[src/rtl/arv_pkg.sv]
// Shared types and sizing helpers for the instruction-fetch slice.
package arv_pkg;

   localparam int ARV_WIDTH = 32;
   localparam int ARV_DEPTH = 1024;

   // Address width for a word-addressed memory of the given depth (at least 1 bit).
   function automatic int arv_aw(input int depth);
      if (depth <= 1) begin
         return 1;
      end else begin
         return $clog2(depth);
      end
   endfunction

   localparam int ARV_AW = arv_aw(ARV_DEPTH);

   typedef enum logic [1:0] {
      BOOT = 2'd0,
      RUN  = 2'd1,
      HALT = 2'd2
   } fetch_state_e;

   typedef struct packed {
      logic [ARV_AW-1:0]    pc;
      logic [ARV_WIDTH-1:0] data;
   } fetch_entry_t;

endpackage

[src/rtl/fetch_unit_fifo.sv]
// Synchronous FIFO of fetched {pc, data} entries. Pointers carry a wrap bit so
// full and empty are told apart without a separate counter. A flush empties the
// buffer and wins over a push in the same cycle; a pop in that cycle has
// already been taken by the consumer.
module fetch_fifo
   import arv_pkg::*;
#(
   parameter int FIFO_DEPTH = 2
) (
   input  logic                        clk_i,
   input  logic                        rst_i,
   input  logic                        push_i,
   input  fetch_entry_t                push_data_i,
   input  logic                        pop_i,
   input  logic                        flush_i,
   output fetch_entry_t                head_o,
   output logic                        full_o,
   output logic                        empty_o,
   output logic [$clog2(FIFO_DEPTH):0] count_o
);

   localparam int PW = $clog2(FIFO_DEPTH);

   fetch_entry_t  mem_q [FIFO_DEPTH];
   logic [PW:0]   wr_q, wr_d;
   logic [PW:0]   rd_q, rd_d;
   logic          do_push_s;
   logic          do_pop_s;

   assign empty_o   = (wr_q == rd_q);
   assign full_o    = (wr_q[PW] != rd_q[PW]) && (wr_q[PW-1:0] == rd_q[PW-1:0]);
   assign count_o   = wr_q - rd_q;
   assign head_o    = mem_q[rd_q[PW-1:0]];
   assign do_pop_s  = pop_i && !empty_o;
   assign do_push_s = push_i && !flush_i && (!full_o || do_pop_s);

   // Next pointer values: flush resets both, otherwise advance on push/pop.
   always_comb begin
      wr_d = wr_q;
      rd_d = rd_q;
      if (flush_i) begin
         wr_d = '0;
         rd_d = '0;
      end else begin
         if (do_push_s) begin
            wr_d = wr_q + {{PW{1'b0}}, 1'b1};
         end else begin
            wr_d = wr_q;
         end
         if (do_pop_s) begin
            rd_d = rd_q + {{PW{1'b0}}, 1'b1};
         end else begin
            rd_d = rd_q;
         end
      end
   end

   // Pointer registers.
   always_ff @(posedge clk_i) begin
      if (rst_i) begin
         wr_q <= '0;
         rd_q <= '0;
      end else begin
         wr_q <= wr_d;
         rd_q <= rd_d;
      end
   end

   // Entry storage; contents are only observed behind a valid head.
   always_ff @(posedge clk_i) begin
      if (do_push_s) begin
         mem_q[wr_q[PW-1:0]] <= push_data_i;
      end
   end

endmodule

[src/rtl/fetch_unit.sv]
// Instruction-fetch stage: word PC, single-word reads with one-cycle latency,
// PC-tagged responses buffered toward decode, redirect flush and halt.
// A read is issued only when its response is guaranteed a FIFO slot, counting
// the response and the decode pop happening in the current cycle, which keeps
// one word per cycle flowing with a two-entry buffer.
module fetch_unit
   import arv_pkg::*;
#(
   parameter int WIDTH      = ARV_WIDTH,
   parameter int DEPTH      = ARV_DEPTH,
   parameter int RESET_PC   = 0,
   parameter int FIFO_DEPTH = 2,
   localparam int AW        = arv_aw(DEPTH)
) (
   input  logic             clk_i,
   input  logic             rst_i,
   input  logic             halt_i,
   input  logic             redirect_i,
   input  logic [AW-1:0]    redirect_pos_i,
   output logic             mem_read_en_o,
   output logic [AW-1:0]    mem_read_pos_o,
   input  logic [WIDTH-1:0] mem_read_data_i,
   input  logic             mem_read_valid_i,
   output logic             instr_valid_o,
   input  logic             instr_ready_i,
   output logic [WIDTH-1:0] instr_data_o,
   output logic [AW-1:0]    instr_pc_o
);

   localparam int            CW           = $clog2(FIFO_DEPTH) + 1;
   localparam logic [CW:0]   FIFO_DEPTH_L = (CW+1)'(FIFO_DEPTH);
   localparam logic [AW-1:0] LAST_PC      = AW'(DEPTH - 1);
   localparam logic [AW-1:0] RESET_PC_L   = AW'(RESET_PC);

   fetch_state_e  state_q;
   logic [AW-1:0] pc_q, pc_d;
   logic [AW-1:0] tag_q;
   logic          pending_q;

   fetch_entry_t  push_entry_s;
   fetch_entry_t  head_s;
   logic          fifo_full_s;
   logic          fifo_empty_s;
   logic [CW-1:0] fifo_count_s;

   logic          redirect_s;
   logic          resp_s;
   logic          stall_s;
   logic          pop_s;
   logic [CW:0]   occ_s;
   logic          issue_s;

   assign redirect_s   = redirect_i && (state_q != BOOT);
   assign resp_s       = pending_q && mem_read_valid_i;
   assign stall_s      = pending_q && !mem_read_valid_i;
   assign pop_s        = !fifo_empty_s && instr_ready_i;
   assign occ_s        = {1'b0, fifo_count_s} + {{CW{1'b0}}, resp_s} - {{CW{1'b0}}, pop_s};
   assign issue_s      = (state_q == RUN) && !halt_i && !redirect_s && !stall_s &&
                         !(fifo_full_s && !pop_s) && (occ_s < FIFO_DEPTH_L);
   assign push_entry_s = '{pc: tag_q, data: mem_read_data_i};

   fetch_fifo #(
      .FIFO_DEPTH (FIFO_DEPTH)
   ) u_fifo (
      .clk_i       (clk_i),
      .rst_i       (rst_i),
      .push_i      (resp_s),
      .push_data_i (push_entry_s),
      .pop_i       (pop_s),
      .flush_i     (redirect_s),
      .head_o      (head_s),
      .full_o      (fifo_full_s),
      .empty_o     (fifo_empty_s),
      .count_o     (fifo_count_s)
   );

   // Sequential PC successor, wrapping at the top of memory.
   always_comb begin
      if (pc_q == LAST_PC) begin
         pc_d = '0;
      end else begin
         pc_d = pc_q + {{(AW-1){1'b0}}, 1'b1};
      end
   end

   // Memory request and decode-side outputs; idle values are zero.
   always_comb begin
      mem_read_en_o = issue_s;
      instr_valid_o = !fifo_empty_s;
      if (issue_s) begin
         mem_read_pos_o = pc_q;
      end else begin
         mem_read_pos_o = '0;
      end
      if (fifo_empty_s) begin
         instr_data_o = '0;
         instr_pc_o   = '0;
      end else begin
         instr_data_o = head_s.data;
         instr_pc_o   = head_s.pc;
      end
   end

   // Fetch FSM with PC, in-flight tracking and redirect handling.
   always_ff @(posedge clk_i) begin
      if (rst_i) begin
         state_q   <= BOOT;
         pc_q      <= RESET_PC_L;
         pending_q <= 1'b0;
         tag_q     <= '0;
      end else begin
         case (state_q)
            BOOT:    state_q <= RUN;
            RUN:     state_q <= halt_i ? HALT : RUN;
            HALT:    state_q <= halt_i ? HALT : RUN;
            default: state_q <= BOOT;
         endcase
         if (redirect_s) begin
            pc_q      <= redirect_pos_i;
            pending_q <= 1'b0;
         end else if (issue_s) begin
            pc_q      <= pc_d;
            pending_q <= 1'b1;
            tag_q     <= pc_q;
         end else if (resp_s) begin
            pending_q <= 1'b0;
         end else begin
            pending_q <= pending_q;
         end
      end
   end

endmodule

[config.mk]
export PLATFORM = sky130hd
export DESIGN_NAME = fetch_unit
export DESIGN_NICKNAME = d
export VERILOG_FILES = /design/src/rtl/arv_pkg.sv /design/src/rtl/fetch_unit_fifo.sv /design/src/rtl/fetch_unit.sv
export SDC_FILE = /design/constraint.sdc
export NUM_CORES = 1
export LEC_CHECK = 0
export BUFFER_PORTS_ARGS = -buffer_cell sky130_fd_sc_hd__buf_2
export CAP_MARGIN = 10
export CORE_MARGIN = 5
export CORE_UTILIZATION = 54
export DETAILED_ROUTE_END_ITERATION = 16
export PLACE_DENSITY = 0.82
export SLEW_MARGIN = 20
export SYNTH_ARGS = -nofsm -noshare
export SYNTH_HDL_FRONTEND = slang
export SYNTH_SLANG_ARGS = --single-unit
[constraint.sdc]
create_clock -name clk_i -period 6 [get_ports clk_i]
set_clock_uncertainty 0.1 [all_clocks]
set_input_delay 0.6 -clock clk_i [delete_from_list [all_inputs] [get_ports clk_i]]
set_output_delay 0.6 -clock clk_i [all_outputs]
set_load 0.05 [all_outputs]
==> summary.md <==
| Metric | Value |
|---|---|
| LEAKAGE | `about 2.1 nW` |
| Final worst-path cycle share | `83.3%` |
| Die Ht | `103 microns` |
| Top cells by area, synth | `edfxtp_1 (54%), dfxtp_1 (12%), mux2i_1 (9.4%)` |
| Setup violators final | `0` |
| Synth Area in Simple Gates | `around 12%` |
| Peak supply drop | `around 130 uV` |
| Largest net degree at the start of global routing | `43` |
| Post-CTS Setup Inserts | `0` |
| CTS resizes | `0` |
| Max Freq | `~0.2 GHz` |
| DR pass1 iterations | `4` |
| CP Max Fanout | `18` |
| Setup Total Neg Slack | `0 ps` |
| Share of layout cells above drive strength 1 | `a little under a third` |
| WS Path Type | `reg2out` |
| CTS max path bufs | `2` |
| Pwr Density | `265 nW/um^2` |
| Ys flop type | `edfxtp_1` |
| DR WL/cell | `roughly 17 microns` |
| Mapped Cells | `between 300 and 400` |
| CTS clk-pin slew, worst paths | `about 100 ps` |
| Synth Area in Adders | `2.04%` |
| Status | `complete, no violations` |
| DP Worst Slack | `between 1000 and 1500 ps` |
| CP arrival | `4300 ps` |
| Worst-Margin Slew | `approximately 720 ps` |
| All-Layer GR Usage | `18.4%` |
| FFs w/ async S/R, synth | `0%` |
| Largest area contributor in the netlist | `edfxtp_1` |
| Worst Path Required | `between 5000 and 6000 ps` |
| Largest family of logic cells by synthesized area | `simple AND/OR/NAND/NOR gates` |
| Count leader, synth | `edfxtp_1` |
| Final wirelength | `around 9.6 mm` |
| Final RePlAce weighted congestion | `around 0.86` |
| Area grow syn2layout | `17.2%` |
| Synth Area in XOR/XNOR | `2.23%` |
| Post-Synthesis Cell Area | `between 4000 and 5000 sq um` |
| TritonCTS Sinks | `around 110` |
| Worst r2r dst | `pc_q[7]` |
| Hold_buf cts | `0` |
| Final slew viol count | `0` |
| Slew HR | `52.3%` |
| Reg2Reg Launch Point | `u_fifo.wr_q[0]` |
| Number of global-route vias before repair | `roughly 3100` |
| Die Area | `roughly 11000 sq um` |
| Area share of the largest cell type after synthesis | `between 50% and 60%` |
| Vias per Instance | `about 5.4` |
| Worst reg2reg path depth | `14` |
| Multiplexer share of the synthesized area | `about a tenth` |
| Initial antenna violation count | `0` |
| Startpoint types | `register` |
| CTS Root Cell | `clkbuf_8` |
| N_diodes | `0` |
| Hold crit path type | `in2reg` |
| Hold EP | `u_fifo.mem_q[1][16]` |
| Grt total ovfl | `0` |
| CTS H-Tree Depth | `3` |
| Top cells by count, synth | `edfxtp_1 (84), nor2_1 (58), mux2i_1 (44)` |
| Initial Util | `a little under three fifths` |
| Max Cap Violations | `0` |
| Final Hold Violating Endpoints | `0` |
| Worst skew pair latency | `350 ps` |
| Number of placement rows | `33` |
| Fillers | `about 640` |
| Synth cell types | `42` |
| Worst reg-to-reg setup slack | `1970 ps` |
| Syn_area_per_cell | `12.8 sq um` |
| Syn nets | `about 420` |
| TritonCTS clock tree | `built` |
| DRC violations left | `0` |
| Synth Area in Compound Gates | `under 10%` |
| Initial DRC Count | `approximately 110` |
| IO Count | `slightly above 100` |
| Hpwl dp | `6.83 mm` |
| Fin worst setup slack | `approximately 1000 ps` |
| Register area | `3080 sq um` |
| Hold path startpoint | `mem_read_data_i[16]` |
| Core area | `slightly above 8000 sq um` |
| Register area share after synthesis | `approximately 66%` |
| I/O Buffers | `slightly above 100` |
| RSZ-0062 raised after global routing | `false` |
| Final min period | `5000 ps` |
| Via count | `3093` |
| CTS buffer count | `9` |
| Fin nets | `approximately 520` |
| Number of synthesized flops with an enable pin | `84` |
| Antenna Violating Nets Remaining | `0` |
| Register bit total from synthesis | `around 110` |
| CP endpoint kind | `output port` |
| First-pass GRT wire length | `about 15 mm` |
| Die W | `between 100 and 150 microns` |
| Area occupied by multi-input gates | `around 1400 sq um` |
| Yosys warnings | `0` |
| Number of cells on the worst hold path | `1` |
area by class of cell:
cell class | instances | share of cell area, %
timing repair buffer | 107 | 10.1
clock inverter | 5 | 1.17
tap | 105 | 2.40
inverter | 17 | 1.30
multi-input combinational | 217 | 26.0
clock buffer | 11 | 2.59
sequential | 112 | 56.4
worst max path at each step:
stage                        start                 to  slack [ps]  cells past startpoint
global placement    u_fifo.wr_q[0]  mem_read_pos_o[7]        1660                     15
global route        u_fifo.wr_q[0]  mem_read_pos_o[0]         770                     15
detailed placement  u_fifo.wr_q[0]  mem_read_pos_o[0]        1450                     15
CTS                 u_fifo.wr_q[0]  mem_read_pos_o[0]        1040                     15
floorplan           u_fifo.wr_q[0]  mem_read_pos_o[7]        1400                     17
finish              u_fifo.wr_q[0]  mem_read_pos_o[0]        1000                     15
registers in the layout (all words and copies together) (netlist names), named ones only:
register,count
pending_q,1
u_fifo.wr_q,2
pc_q,10
state_q,2
tag_q,10
u_fifo.mem_q,84
u_fifo.rd_q,2
cells in the final DEF, fill, tap and decap left out, drive strengths merged, types with 5 or more instances in the layout:
cell type	netlist	layout
inv	17	19
nand4	5	5
a21oi	15	15
clkbuf	10	11
nor2	58	58
mux2i	44	44
dfxtp	28	28
ha	6	6
buf	7	107
xnor2	9	9
edfxtp	84	84
nand3	9	9
nand2	31	31
metal layers:
layer  vias to the layer above  GRT usage [%]  share of wire [%]
met5                         -              0                  0
met4                         0           5.38               0.66
met3                         8           3.25                6.6
met2                       117           32.7                 51
met1                      1475           23.0                 41
li1                       1493              -                  -
worst max-delay path: stages (launching register included):
cell     delay, ps
dfxtp_1        370
inv_1           90
ha_1           320
and2_2         200
inv_1          100
and2_1         210
ha_1           250
or2_2          280
fa_1           370
xor2_1         160
xnor2_1        190
or3_1          700
inv_8          260
nand2_1        100
inv_1           70
buf_2          250
metrics by stage:
step           cells  area, sq um  power, W  hold WS, ps  utilization, %
2_1_floorplan    363         4660  0.000974          325               -
3_3_place_gp     558         5260   0.00101          331            63.4
3_5_place_dp     558         5260   0.00102          357            63.4
4_1_cts          574         5470   0.00146          312            65.9
5_1_grt          574         5470   0.00150          302            65.9
6_report         574         5470   0.00145          324            65.9
where the power goes:
group / total (W) / internal [W] / switching (W)
Sequential: 0.000864 / 0.000846 / 0.0000173
Clock: 0.000451 / 0.000209 / 0.000243
Combinational: 0.000136 / 0.0000427 / 0.0000929
cell families after synthesis:
kind of cell    count (synthesis)
fa+ha+maj                       7
simple gates                  125
buf+inv                        34
mux                            44
compound gates                 30
xor+xnor                       11
flops                         112
Power figures use the tool's default switching activity.
